File: config.mk
export PLATFORM = sky130hd
export DESIGN_NAME = seg_scan_driver_flat
export DESIGN_NICKNAME = d
export VERILOG_FILES = /design/src/rtl/seg_scan_driver_if.sv /design/src/rtl/seg_scan_driver.sv /design/src/flat_wrapper.sv
export SDC_FILE = /design/constraint.sdc
export NUM_CORES = 1
export LEC_CHECK = 0
export CAP_MARGIN = 25
export CORE_UTILIZATION = 52
export CTS_BUF_LIST = sky130_fd_sc_hd__clkbuf_4 sky130_fd_sc_hd__clkbuf_8
export DETAILED_ROUTE_END_ITERATION = 8
export GPL_ROUTABILITY_DRIVEN = 0
export PLACE_DENSITY = 0.78
export SYNTH_ARGS = -nofsm -noshare
export SYNTH_HDL_FRONTEND = slang
export SYNTH_SLANG_ARGS = --single-unit
export TNS_END_PERCENT = 20
File: constraint.sdc
create_clock -name clk -period 2.1 [get_ports clk]
set_input_delay 0.21 -clock clk [delete_from_list [all_inputs] [get_ports clk]]
set_output_delay 0.21 -clock clk [all_outputs]
set_load 0.02 [all_outputs]
File: src/rtl/seg_scan_driver_if.sv
`default_nettype none
// ============================================================================
//  Module   : seg_scan_driver_if
//  Purpose  : Bus bundle between a controller and the multiplexed 8-tube
//             seven-segment scan driver.
//  Revision : 1.0  initial release
// ============================================================================
interface seg_scan_driver_if;
    logic [31:0] time_data;
    logic        load;
    logic [7:0]  blink_mask;
    logic        ready;
    logic [7:0]  digit1;
    logic [7:0]  digit2;
    logic [7:0]  tube_sel;
    logic        frame_done;

    modport master (
        output time_data, load, blink_mask,
        input  ready, digit1, digit2, tube_sel, frame_done
    );

    modport slave (
        input  time_data, load, blink_mask,
        output ready, digit1, digit2, tube_sel, frame_done
    );
endinterface
`default_nettype wire

File: src/rtl/seg_scan_driver.sv
`default_nettype none
// ============================================================================
//  Module   : seg_scan_driver
//  Purpose  : Time-multiplexed 8-tube seven-segment driver with frame-aligned
//             double-buffered updates and per-tube blinking.
//  Revision : 1.0  initial release
// ============================================================================
module seg_scan_driver #(
    parameter int SCAN_DIV  = 100_000,
    parameter int BLINK_DIV = 25_000_000
) (
    input  wire              clk,
    input  wire              rst,
    seg_scan_driver_if.slave bus
);
    localparam int c_SCAN_W  = (SCAN_DIV  > 1) ? $clog2(SCAN_DIV)  : 1;
    localparam int c_BLINK_W = (BLINK_DIV > 1) ? $clog2(BLINK_DIV) : 1;
    localparam logic [c_SCAN_W-1:0]  c_SCAN_LAST  = c_SCAN_W'(SCAN_DIV - 1);
    localparam logic [c_BLINK_W-1:0] c_BLINK_LAST = c_BLINK_W'(BLINK_DIV - 1);
    localparam logic [31:0]          c_DISP_RST   = 32'h00F0_0F00;

    logic [c_SCAN_W-1:0]  r_scan_cnt;
    logic [2:0]           r_idx;
    logic [c_BLINK_W-1:0] r_blink_cnt;
    logic                 r_blink_ph;
    logic [31:0]          r_pend;
    logic                 r_pend_vld;
    logic [31:0]          r_disp;
    logic                 r_ready;
    logic                 r_frame_done;
    logic [7:0]           r_tube_sel;
    logic [7:0]           r_digit1;
    logic [7:0]           r_digit2;

    logic                 w_scan_wrap;
    logic                 w_frame_end;
    logic [3:0]           w_nib;
    logic [7:0]           w_seg;
    logic [7:0]           w_code;

    assign w_scan_wrap = (r_scan_cnt == c_SCAN_LAST);
    assign w_frame_end = w_scan_wrap && (r_idx == 3'd0);
    assign w_nib       = r_disp[{r_idx, 2'b00} +: 4];

    // Segment order {a,b,c,d,e,f,g,dp}; codes A-E are deliberately blank.
    always_comb begin
        w_seg = 8'h00;
        case (w_nib)
            4'h0:    w_seg = 8'hFC;
            4'h1:    w_seg = 8'h60;
            4'h2:    w_seg = 8'hDA;
            4'h3:    w_seg = 8'hF2;
            4'h4:    w_seg = 8'h66;
            4'h5:    w_seg = 8'hB6;
            4'h6:    w_seg = 8'hBE;
            4'h7:    w_seg = 8'hE0;
            4'h8:    w_seg = 8'hFE;
            4'h9:    w_seg = 8'hF6;
            4'hF:    w_seg = 8'h02;
            default: w_seg = 8'h00;
        endcase
    end

    assign w_code = (r_blink_ph && bus.blink_mask[r_idx]) ? 8'h00 : w_seg;

    always_ff @(posedge clk) begin
        if (rst) begin
            r_scan_cnt  <= '0;
            r_idx       <= 3'd7;
            r_blink_cnt <= '0;
            r_blink_ph  <= 1'b0;
        end else begin
            if (w_scan_wrap) begin
                r_scan_cnt <= '0;
                r_idx      <= r_idx - 3'd1;
            end else begin
                r_scan_cnt <= r_scan_cnt + 1'b1;
            end
            if (r_blink_cnt == c_BLINK_LAST) begin
                r_blink_cnt <= '0;
                r_blink_ph  <= ~r_blink_ph;
            end else begin
                r_blink_cnt <= r_blink_cnt + 1'b1;
            end
        end
    end

    // A load in the frame-end cycle lands after the commit, so the older
    // pending word is shown and the new one waits for the next frame.
    always_ff @(posedge clk) begin
        if (rst) begin
            r_pend       <= 32'h0;
            r_pend_vld   <= 1'b0;
            r_disp       <= c_DISP_RST;
            r_ready      <= 1'b1;
            r_frame_done <= 1'b0;
        end else begin
            r_frame_done <= w_frame_end;
            if (w_frame_end) begin
                if (r_pend_vld) begin
                    r_disp <= r_pend;
                end
                r_pend_vld <= 1'b0;
                r_ready    <= 1'b1;
            end
            if (bus.load) begin
                r_pend     <= bus.time_data;
                r_pend_vld <= 1'b1;
                r_ready    <= 1'b0;
            end
        end
    end

    always_ff @(posedge clk) begin
        if (rst) begin
            r_tube_sel <= 8'h00;
            r_digit1   <= 8'h00;
            r_digit2   <= 8'h00;
        end else begin
            r_tube_sel <= 8'h01 << r_idx;
            r_digit1   <= r_idx[2]  ? w_code : 8'h00;
            r_digit2   <= !r_idx[2] ? w_code : 8'h00;
        end
    end

    assign bus.ready      = r_ready;
    assign bus.frame_done = r_frame_done;
    assign bus.tube_sel   = r_tube_sel;
    assign bus.digit1     = r_digit1;
    assign bus.digit2     = r_digit2;
endmodule
`default_nettype wire

File: src/flat_wrapper.sv
// flat-port wrapper written by rule: the top's interface ports become plain ports
module seg_scan_driver_flat 
#(
    parameter int SCAN_DIV  = 100_000,
    parameter int BLINK_DIV = 25_000_000
)
  (clk, rst, bus_time_data, bus_load, bus_blink_mask, bus_ready, bus_digit1, bus_digit2, bus_tube_sel, bus_frame_done);
  seg_scan_driver_if bus_i ();
  input  wire clk;
  input  wire rst;
  input wire logic [$bits(bus_i.time_data)-1:0] bus_time_data;
  input wire logic [$bits(bus_i.load)-1:0] bus_load;
  input wire logic [$bits(bus_i.blink_mask)-1:0] bus_blink_mask;
  output wire logic [$bits(bus_i.ready)-1:0] bus_ready;
  output wire logic [$bits(bus_i.digit1)-1:0] bus_digit1;
  output wire logic [$bits(bus_i.digit2)-1:0] bus_digit2;
  output wire logic [$bits(bus_i.tube_sel)-1:0] bus_tube_sel;
  output wire logic [$bits(bus_i.frame_done)-1:0] bus_frame_done;
  assign bus_i.time_data = bus_time_data;
  assign bus_i.load = bus_load;
  assign bus_i.blink_mask = bus_blink_mask;
  assign bus_ready = bus_i.ready;
  assign bus_digit1 = bus_i.digit1;
  assign bus_digit2 = bus_i.digit2;
  assign bus_tube_sel = bus_i.tube_sel;
  assign bus_frame_done = bus_i.frame_done;
  seg_scan_driver #(.SCAN_DIV(SCAN_DIV), .BLINK_DIV(BLINK_DIV)) u_core (.clk(clk), .rst(rst), .bus(bus_i));
endmodule
==> qor.yml <==
power:
  seqPwrFrac_pct: 52.3
  power.switching_uw: 1120
  p_clk_share_pct: 41.9
  total_power_uw: 5060
  power_switching_share_pct: 22.0
  ir_drop_v: 0.000340
  pwr_density_cell_nw_per_um2: 706
  p_comb_share_pct: 5.8
  internal-power_uw: 3950
  p_leak_uw: 0.00277
detailed_routing:
  post-route-drc-count: 0
  vias: 4588
  drtIter0Drc: 213
  wl_per_cell_um: 15.1
  antenna_left: 0
  drt_pre_antenna_iters: 5
  viasPerCell: 5.51
  wirelength_um: 12600
global_routing:
  grt_max_degree: 52
  grtUsageTotal_pct: 22.8
  grt_pass1_vias: 4507
  grt_overflow: 0
  grt_pass1_wl_um: 20900
  antenna_found_initial: 0
setup_path:
  r2r-start: "u_core.r_idx[0]"
  cp-start-kind: "flop"
  end_kind: "flop"
  cp_slowest_cell: "mux4_2"
  cp.required_ns: 2.46
  endpoint: "u_core.bus.digit2[6]"
  crit_buf_inv: 2
  path_cells: "mux4_2 > mux2i_4 > buf_4 > ha_1 > inv_1 > o21ai_0 > a21boi_0"
  cp.depth: 7
  crit_fanout: 7
  r2r_end: "u_core.bus.digit2[6]"
  cp-startpoint: "u_core.r_idx[0]"
  r2r_cells: 7
  worstPathArrival_ns: 2.39
  crit_type: "flop to flop"
  regToRegSetupSlack_ns: 0.07
  critical-path-max-stage-delay_ns: 0.54
  critical_path.top_delay_family: "multiplexers"
floorplan:
  die_x_um: 108
  die_y_um: 108
  core-area_um2: 10900
  initial_utilization_pct: 53.8
  boundaryPins: 69
  num_rows: 38
  die-area_um2: 11700
layout:
  multiInputGateArea_um2: 2960
  layout_commonest_cell: "dfxtp_1"
  syn2layout_area_growth_pct: 22.4
  drive_gt1_share_pct: 11.8
  fin_cells: 833
  register_area_um2: 2710
  postLayoutCoreUtil_pct: 65.8
  final_cell_mix: "dfxtp_1 (134), nor2_1 (80), mux2i_1 (73)"
  nFillCells: 875
  antenna_cells: 0
  fin_nets: 736
place:
  io_buffers: 66
  hpwl_um: 8900
  dp_cells: 798
clock_network:
  h-tree-depth: 4
  cts.path.max_buffers: 2
  clock_latency_ns: 0.44
  clock-sinks: 135
  cts_tree: "yes"
  cts_root_buf: "clkbuf_8"
  cts_buffers: 17
  clk_pin_slew_ns: 0.07
worst_hold_path:
  hp-class: "input port to flop"
  min_path_cells: 3
yosys:
  synth_top_cell_area_share_pct: 46.1
  syn_inst: 601
  syn_area_um2: 5860
  async_flop_share_pct: 0
  ys_seq_elements: 135
  yosysUniqueCellTypes: 49
  synth_top_flop_cell: "dfxtp_1"
  yosysTopAreaCell: "dfxtp_1"
  syn_area_per_cell_um2: 9.75
  synth_edf_count: 0
  netlist_top_cells_area: "dfxtp_1 (46%), mux2i_1 (13%), nor2_1 (5.1%), nand2_1 (4.2%), mux4_1 (3.6%)"
  synth-seq-area-share_pct: 46.1
  yosys_warnings: 0
timing:
  slew_violations: 0
  max_freq_mhz: 493
  setup_viol: 0
  fin_crit_ns: 2.03
  skew_ns: 0.00781
  period_share_pct: 96.5
  finalHoldViolCount: 0
outcome:
  status: "finished, final reports clean"
run:
  maxCapViolCount: 0
==> worst min path at each step <==
stage	start	endpoint	slack, ns
floorplan	bus_time_data[0]	u_core.r_pend[0]	0.36
global placement	u_core.r_blink_cnt[0]	u_core.r_blink_cnt[0]	0.42
detailed placement	u_core.r_blink_cnt[0]	u_core.r_blink_cnt[0]	0.44
CTS	bus_load	u_core.r_pend_vld	0.20
global route	bus_load	u_core.r_pend_vld	0.24
finish	bus_load	u_core.r_pend_vld	0.21
==> what timing repair did <==
| action | 4_1_cts | 5_1_grt |
|---|---|---|
| endpoints found under the hold margin | 1 | 0 |
| hold buffers | 1 | 0 |
| buffers inserted | 1 | 1 |
| endpoints found under the setup margin | 4 | 10 |
| resized for setup | 2 | 5 |
==> cell type report <==
cell class | count | area share (%)
Multi-Input combinational cell | 420 | 41.2
Sequential cell | 135 | 37.7
Timing Repair Buffer | 91 | 12.3
Clock buffer | 24 | 4.17
Tap cell | 140 | 2.44
Clock inverter | 8 | 1.36
Inverter | 15 | 0.785
==> cells in the mapped netlist (all sizes together), types with 14 or more instances <==
cell and count:
dfxtp 135, nor2 80, mux2i 77, nand2 65, o21ai 21, nand3 20
clkbuf 19, a21oi 17, inv 15, nand4 15, xor2 14
==> cells by family after synthesis <==
logic type	count (synthesis)	share of synthesized area (%)
xor+xnor	23	3.44
compound gates	59	6.02
buf+inv	47	3.59
mux	91	19.0
other cells	1	0.0640
flops	135	46.1
fa+ha+maj	13	2.78
simple gates	232	19.0
==> layer usage <==
metal,track usage [%],up-vias,wire [um]
li1,-,2248,-
met1,27.9,2190,5640
met2,38.6,125,6130
met3,4.70,25,585
met4,9.88,0,246
met5,0,-,0
==> power by group through the flow <==
stage	logic, uW	clock network (uW)	registers (uW)
after CTS	298	2160	2650
after floorplan	152	0	2710
after global placement	284	0	2700
after detailed placement	293	0	2710
final	294	2120	2650
after global routing	324	2290	2650
==> registers in the layout (all words and copies together), names as in the netlist <==
signal                 count
u_core.bus.digit1          7
u_core.r_disp             32
u_core.r_blink_ph          1
u_core.bus.tube_sel        8
u_core.r_pend             32
u_core.r_pend_vld          1
u_core.r_scan_cnt         17
u_core.bus.ready           1
u_core.r_idx               3
u_core.bus.frame_done      1
u_core.r_blink_cnt        25
u_core.bus.digit2          7
==> metrics by stage <==
step | setup WS, ns | hold WS (ns) | TNS (ns) | instance area (um2)
CTS | 0.00927 | 0.199 | 0 | 7160
floorplan | 0.00990 | 0.357 | 0 | 5880
global route | -0.00205 | 0.242 | -0.00205 | 7170
global placement | 0.0865 | 0.424 | 0 | 6750
detailed placement | -0.0619 | 0.436 | -0.121 | 6750
finish | 0.0726 | 0.206 | 0 | 7170
==> worst register-to-register path, stage by stage (launching register included) <==
cell	delay, ns
dfxtp_4	0.41
mux4_2	0.54
mux2i_4	0.16
buf_4	0.16
ha_1	0.26
inv_1	0.10
o21ai_0	0.12
a21boi_0	0.21
Note: power is estimated with default switching activity, not from simulation.
